**src/rtl/nonce_scheduler.sv**
```systemverilog
// nonce_scheduler: bounded, abortable nonce search with latency-matched result tracking and leading-zero target check
// Ports: clk/rst (async active-high); start/stop requests; nonce_base/nonce_count/target_zeros latched on start;
// hash_in result word from the hash pipe; issue_valid/issue_nonce feed the pipe; busy/found/found_nonce/done/aborted status.
module nonce_scheduler #(
  parameter int PIPE_LAT = 326,
  parameter int NONCE_W = 64
) (
  input  logic               clk,
  input  logic               rst,
  input  logic               start,
  input  logic               stop,
  input  logic [NONCE_W-1:0] nonce_base,
  input  logic [NONCE_W-1:0] nonce_count,
  input  logic [6:0]         target_zeros,
  input  logic [63:0]        hash_in,
  output logic               issue_valid,
  output logic [NONCE_W-1:0] issue_nonce,
  output logic               busy,
  output logic               found,
  output logic [NONCE_W-1:0] found_nonce,
  output logic               done,
  output logic               aborted
);
  localparam int IW = $clog2(PIPE_LAT + 1);
  typedef enum logic [1:0] {IDLE, ISSUE, DRAIN, FLUSH} state_t;
  state_t               r_state;
  logic [PIPE_LAT-1:0]  r_vpipe;
  logic [IW-1:0]        r_inflight;
  logic [NONCE_W-1:0]   r_rem;
  logic [NONCE_W-1:0]   r_res;
  logic [6:0]           r_tz;
  logic                 w_res_v;
  logic                 w_match;
  logic [IW-1:0]        w_inf_nxt;
  logic [63:0]          w_mask;
  assign w_res_v   = r_vpipe[PIPE_LAT-1];
  // top r_tz bits set; r_tz is clamped to 64 so a shift of 64 yields a full mask
  assign w_mask    = ~({64{1'b1}} >> r_tz);
  assign w_match   = (r_state == ISSUE || r_state == DRAIN) && w_res_v && ((hash_in & w_mask) == 64'd0);
  assign w_inf_nxt = r_inflight + IW'(issue_valid) - IW'(w_res_v);
  assign busy      = r_state != IDLE || r_inflight != '0;
  always_ff @(posedge clk or posedge rst) begin
    if (rst) begin
      r_state     <= IDLE;
      r_vpipe     <= '0;
      r_inflight  <= '0;
      r_rem       <= '0;
      r_res       <= '0;
      r_tz        <= '0;
      issue_valid <= 1'b0;
      issue_nonce <= '0;
      found       <= 1'b0;
      found_nonce <= '0;
      done        <= 1'b0;
      aborted     <= 1'b0;
    end else begin
      r_vpipe    <= {r_vpipe[PIPE_LAT-2:0], issue_valid};
      r_inflight <= w_inf_nxt;
      if (w_res_v) r_res <= r_res + NONCE_W'(1);
      case (r_state)
        IDLE: if (start && !stop) begin
          r_tz        <= target_zeros > 7'd64 ? 7'd64 : target_zeros;
          found       <= 1'b0;
          found_nonce <= '0;
          done        <= 1'b0;
          aborted     <= 1'b0;
          issue_nonce <= nonce_base;
          r_res       <= nonce_base;
          // r_rem counts nonces still to issue after the one currently on issue_nonce
          r_rem       <= nonce_count - NONCE_W'(1);
          issue_valid <= nonce_count != '0;
          r_state     <= nonce_count == '0 ? FLUSH : ISSUE;
        end
        ISSUE, DRAIN: if (w_match) begin
          found       <= 1'b1;
          found_nonce <= r_res;
          issue_valid <= 1'b0;
          r_state     <= FLUSH;
        end else if (stop) begin
          aborted     <= 1'b1;
          issue_valid <= 1'b0;
          r_state     <= FLUSH;
        end else if (r_state == DRAIN) begin
          if (w_inf_nxt == '0) begin
            done    <= 1'b1;
            r_state <= IDLE;
          end
        end else if (r_rem == '0) begin
          issue_valid <= 1'b0;
          r_state     <= DRAIN;
        end else begin
          issue_nonce <= issue_nonce + NONCE_W'(1);
          r_rem       <= r_rem - NONCE_W'(1);
        end
        default: if (w_inf_nxt == '0) begin
          done    <= 1'b1;
          r_state <= IDLE;
        end
      endcase
    end
  end
endmodule

```
**config.mk**
```make
export PLATFORM = sky130hd
export DESIGN_NAME = nonce_scheduler
export DESIGN_NICKNAME = d
export VERILOG_FILES = /design/src/rtl/nonce_scheduler.sv
export SDC_FILE = /design/constraint.sdc
export NUM_CORES = 1
export LEC_CHECK = 0
export BUFFER_PORTS_ARGS = -buffer_cell sky130_fd_sc_hd__buf_2
export CAP_MARGIN = 20
export CORE_MARGIN = 2
export CORE_UTILIZATION = 40
export CTS_CLUSTER_DIAMETER = 80
export CTS_CLUSTER_SIZE = 14
export DETAILED_ROUTE_END_ITERATION = 12
export PLACE_DENSITY = 0.57
export SETUP_SLACK_MARGIN = 0.2
export SLEW_MARGIN = 20
export SYNTH_ARGS = -nofsm -noshare
export SYNTH_HDL_FRONTEND = slang
export SYNTH_SLANG_ARGS = --single-unit
```
**constraint.sdc**
```tcl
create_clock -name clk -period 17.9 [get_ports clk]
set_clock_uncertainty 0.15 [all_clocks]
set_input_delay 0.895 -clock clk [delete_from_list [all_inputs] [get_ports clk]]
set_output_delay 0.895 -clock clk [all_outputs]
set_load 0.02 [all_outputs]
```
Yosys cells after proc, flatten, opt, wreduce, memory -nomap -nowiden:

Index checks and enable logic that the tools add are counted.

* shift operators: 1
* $mul: 0
* multiplexer cells: 44
* bitwise logic cells: 2
* magnitude comparators: 1
* reductions and logical operators: 23
* divide/modulo/power cells: 0
* $add $sub $neg: 6
* equal/unequal tests: 13

Operator list (number)
* two-way mux 64 bit: 15
* case mux 64 bit (2 select lines): 3
* logical NOT 64 bit: 3
* adder 64 x 1 -> 64 bit (second input constant): 2
* subtractor 64 x 1 -> 64 bit (second input constant): 2
* AND 64 bit: 1
* NOT 64 bit: 1
* nonzero test 64 bit: 1
* right shift 64 x 7 -> 64 bit (first input constant): 1
* inequality test 2 bit (second input constant): 8
* two-way mux 2 bit: 7
* two-way mux 1 bit: 13
* AND reduction 4 bit: 3
* adder 9 x 1 -> 9 bit: 1
* logical NOT 9 bit: 1
* nonzero test 9 bit: 1
* subtractor 9 x 1 -> 9 bit: 1
* inequality test 4 bit (second input constant): 2
* case mux 1 bit (2 select lines): 4
* > comparator 7 bit (second input constant): 1
* two-way mux 7 bit: 1
* AND reduction 6 bit: 1
* inequality test 5 bit (second input constant): 1
* case mux 2 bit (2 select lines): 1
* 10 further kinds: 15

* bits in registers: 604
* RAM bits: 0
* bits in latches: 0
* bits of input ports: 203
* word-level logic and storage cells: 102
* memories kept: 0
* output and inout port bits: 133
* bits in read-only memories: 0

Logic depth before layout (Yosys ltp):

* depth after elaboration: 8
* depth in mapped cells: 21
* depth with buffers taken out: 13

Least setup slack after synthesis:

Ideal clock, no wire load.

* path kind: flip-flop to flip-flop
* from: register r_state[1]
* to: register r_rem[50]
* cell stages (with the launch flop): 21
* setup slack: 12117 ps
* clock period less this slack: 5783 ps
* required time: 17624 ps
* setup time: 126 ps
* arrival time: 5507 ps
* buffers on the path: 9
* path through: dfrtp_1 inv_1 ha_1 buf_6 buf_6 buf_4 clkbuf_1 buf_1 clkbuf_1 clkbuf_1 clkbuf_1 clkbuf_1 mux2i_1 ha_1 o221a_2 nand4_1 or4b_4 or4_4 xor2_1 nor2_1 a221o_1

* longest elaborated chain between the ends: 6
* elaborated cells between the ends (all ways): 15
* classes of those cells: 7 x eq/ne; 1 x mux; 7 x reduce/logical

RTL lines
* start, declared: line 26 `state_t r_state;`
* start signal, assigned: line 72 `r_state <= nonce_count == '0 ? FLUSH : ISSUE;`
* == test 2 x 1 -> 1 bit or == test 2 bit (tied branches): line 39, 60, 83
* logical OR 1 bit: line 39 `assign w_match = (r_state == ISSUE || r_state == DRAIN) && w_res_v && ((hash_in & w_mask) == 64'd0);`
* logical AND 1 bit (2 in series): line 39
* inequality test 2 bit (no line)
* AND reduction 6 bit (no line)
* end signal, assigned: line 70 `r_rem <= nonce_count - NONCE_W'(1);`
* end signal, assigned: line 93 `r_rem <= r_rem - NONCE_W'(1);`
* end, declared: line 29 `logic [NONCE_W-1:0] r_rem;`

Several ways; a longest one is shown, not always the timed one.
A chain may end at the register's enable or synchronous reset.

Final worst setup path:

* from: register r_state[1]
* to: register r_rem[6]

Same word-level chain as after synthesis.

==> results.txt <==
* Number of failing setup endpoints in the final timing report: 0
- Of the post-synthesis cell area, the dominant cell type holds 0.559.
- Clock network latency to the later pin of the worst-skew pair: approximately 0.63 ns
- Among all stages on the critical path, the largest delay is contributed by buf_4.
- The number of antenna violations at the first check in global routing was 8.
- Based on the critical path, the design can be clocked at up to roughly 0.17 GHz.
- Most used DFF post-synth: dfrtp_1
- Overflow after GRT: 0
- The min-delay analysis places its worst path in the category input port to asynchronous set/reset pin.
- STA classifies the critical path endpoint as a register.
- In the global route stage, overall resource usage came out at 0.243.
* Sequential fraction of the synthesis area: 0.559
* Post-synth EDFFs: 0
- CTS clock-pin slew for the worst setup and hold paths: approximately 0.070 ns
* Synth cell types: 88
- The region available for standard cell placement spans between 60000 and 70000 um^2.
- Cell with the most instances on the worst path: buf_4
- Once the clock tree was built, the setup fixing pass inserted 0 buffers.
* Average via count per standard cell: slightly below 6
- Hold buffer count at cts: 0
* Antenna violation net count after detailed routing: 0
- Initial core utilization: 0.403
- At the worst endpoint, the required time is 18.24 ns.
- Setup ws final: 12.14 ns
- Along the worst path, the maximum fanout reaches 78.
- Path depth of the worst reg2reg path: 12
- I/O pin count: between 300 and 400
* Launching element of the worst setup path: r_state[1]$_DFFE_PP0P_
- Ranked by instance count, the synthesized netlist is headed by dfrtp_1, nor2_1, a21oi_1, nand2_1, o21ai_0.
- Endpoint of the worst-slack reg-to-reg timing path: r_rem[6]$_DFFE_PP0P_
* Number of violations reported at the end of detailed-routing iteration 0: roughly 2200
- The run finished with clean final reports.
- Yosys printed 0 warnings.
* Total via count after detailed routing: 21700
* Final-stage net count: around 3000
- Number of register bits inferred by synthesis: roughly 600
- Synth Area per Inst: about 10 um^2
- At the worst endpoint, the arrival time is 6.11 ns.
- Counting the buffers created by CTS gives 51.
* Register-to-Register Setup Slack: approximately 12 ns
* Wire length per cell after detailed routing: between 20 and 25 um
- Area of the multi-input gates: ~11000 um^2
* Pin count of the biggest net entering global routing: 180
- Cell breakdown of the critical path: inv_1 -> ha_4 -> nand2_1 -> nand4b_1 -> or4_1 -> nor4_1 -> and4b_1 -> buf_4 -> a21o_4 -> buf_4 -> o21ai_0 -> a221o_1
* Number of global-route vias before repair: 21300
* Pre-antenna DRT Iters: 6
* Total design power: 0.00523 W
- Tmin final: approximately 5.8 ns
* Nature of the critical path startpoint: register
* Worst-case clock buffer depth: 3
- Final critical-path share of the clock period: 0.322
- Cell taking the most area after synthesis: dfrtp_1
- Post-detailed-routing wire length: between 80 and 90 mm
- Cells taking the most area after synthesis: dfrtp_1, xnor2_1, a21oi_1, o21ai_0, nor2_1
- From bottom edge to top edge, the die measures 264 um.
- Most common cell in the netlist: dfrtp_1
* Beginning of the worst register-to-register path: r_state[1]$_DFFE_PP0P_
- From left edge to right edge, the die measures about 260 um.
- Syn_nets: 2806
- The largest single stage delay on the critical path is approximately 0.82 ns.
- After legalization and detailed placement, the total HPWL measured between 50 and 60 mm.
- Placement Cell Area: slightly below 30000 um^2
* Fillcell total: between 6000 and 7000
* Count of pins over their slew limit: 0
* Share of layout cells above drive strength 1: 0.170
- Mapped Area: around 27000 um^2
* Weighted congestion reported at the end of routability-driven placement: ~0.92
* Category of the most critical setup path: register to register
* Final Hold Fails: 0
- Setup repair after global routing left no endpoint under its margin.
- The worst pin sits at a relative slew slack of 0.271.
- Relative to the synthesized area, the layout overhead comes to 14.8%.
- Total negative setup slack: 0 ns
* Count of mapped cells out of synthesis: roughly 2600
- Across the run, the number of max-cap violations was 0.
- Post-route cell area: 31000 um^2
* FF/Latch Area: between 15000 and 20000 um^2
- At the placement stage, the worst setup path has a slack of between 10 and 15 ns.
- TritonCTS built the clock tree.
- Number of gates resized after CTS: 0
* VDD IR-drop max: approximately 0.13 mV
* Global-route wire length before repair: about 130 mm
* DRC errors left: 0
- H-tree lvl count: 2
* Ys async rst share: 1.00
- Leakage power: 14.1 nW
* Full die area: 69700 um^2
* CTS root buffer: clkbuf_16
* Clk sinks: between 600 and 700
* Non-filler cells in the finished layout: 3741
- Number of core rows: 95
* # placed instances: about 3700
* Slew at the pin closest to its max-slew limit: around 1.1 ns
- The count of buffers added on input and output ports is 335.
- Pwr per Cell Area: between 150 and 200 nW/um^2
## final cells by class
type,count,area share
antenna,7,0.000564
clock buffer,54,0.0421
clock inverter,8,0.00431
inverter,101,0.0124
multi-input combinational,1730,0.356
sequential,604,0.487
tap,873,0.0352
timing repair buffer,364,0.0620
## layer usage
metal | track usage | share of wire | vias to the layer above
met1 | 0.349 | 0.45 | 10900
met2 | 0.369 | 0.45 | 751
met3 | 0.0476 | 0.070 | 155
met5 | 0 | 0.00013 | -
li1 | - | - | 9887
met4 | 0.0851 | 0.034 | 2
## per-stage QoR
stage | hold slack (ns) | utilization
6_report | 0.148 | 0.463
5_1_grt | 0.155 | 0.463
4_1_cts | 0.119 | 0.462
3_5_place_dp | 0.185 | 0.441
3_3_place_gp | 0.184 | 0.441
2_1_floorplan | 0.181 | -
## cells by family (layout without fill, tap and decap cells)
group | count (synthesis) | in the layout | share of synthesized area
AO/OA/AOI/OAI | 748 | 748 | 0.190
buffers and inverters | 248 | 527 | 0.0354
other | 0 | 7 | 0
adder cells (fa/ha/maj) | 24 | 24 | 0.0111
flip-flops | 604 | 604 | 0.559
XOR/XNOR | 135 | 135 | 0.0437
multiplexers | 24 | 24 | 0.00930
AND/OR/NAND/NOR | 799 | 799 | 0.152
## registers in the layout, indices dropped and copies added (netlist names), 2 cells and up
register / cells
found_nonce: 64
issue_nonce: 64
r_inflight: 9
r_rem: 64
r_res: 64
r_state: 2
r_tz: 7
r_vpipe: 326
## cell usage in the layout, fill, tap and decap left out, types with 26 or more instances in the layout
cell type / netlist / final
dfrtp_1: 604 / 603
a22oi_1: 61 / 61
o2bb2ai_1: 67 / 67
buf_4: 2 / 26
nor4_1: 47 / 43
inv_1: 100 / 99
o21ai_0: 146 / 145
buf_2: 4 / 335
and3_1: 28 / 28
nand2b_1: 28 / 28
a21oi_1: 168 / 167
o22ai_1: 26 / 26
xnor2_1: 100 / 100
or3_1: 36 / 36
nand2_1: 148 / 146
clkbuf_16: 0 / 51
a2bb2oi_1: 49 / 49
xor2_1: 35 / 35
nor3_1: 91 / 91
nand3_1: 64 / 63
nand4_1: 43 / 43
a22o_1: 29 / 29
nor2_1: 188 / 188
and2_1: 32 / 32
## worst max-delay path by stage
stage | cells after the start | slack [ns] | endpoint
after CTS | 12 | 12.18 | r_rem[9]$_DFFE_PP0P_
final | 12 | 12.14 | r_rem[6]$_DFFE_PP0P_
after detailed placement | 12 | 12.19 | r_rem[6]$_DFFE_PP0P_
after floorplan | 1 | 8.62 | aborted$_DFFE_PP0P_
after global placement | 12 | 12.34 | r_rem[33]$_DFFE_PP0P_
after global routing | 12 | 11.79 | r_rem[9]$_DFFE_PP0P_
## power by group
| part | internal [W] | total (W) | switching [W] |
|---|---|---|---|
| sequential | 0.00167 | 0.00201 | 0.000342 |
| clock | 0.000537 | 0.00105 | 0.000512 |
| combinational | 0.000782 | 0.00217 | 0.00139 |
| total | 0.00298 | 0.00523 | 0.00224 |
## worst max-delay path, delay by kind of cell (launching register included)
family / cells / cell delay [ns]
AND/OR/NAND/NOR: 5 / 1.58
buffers and inverters: 3 / 1.37
AO/OA/AOI/OAI: 3 / 1.20
adder cells (fa/ha/maj): 1 / 0.78
flip-flops: 1 / 0.44
(Power assumes the default switching activity.)
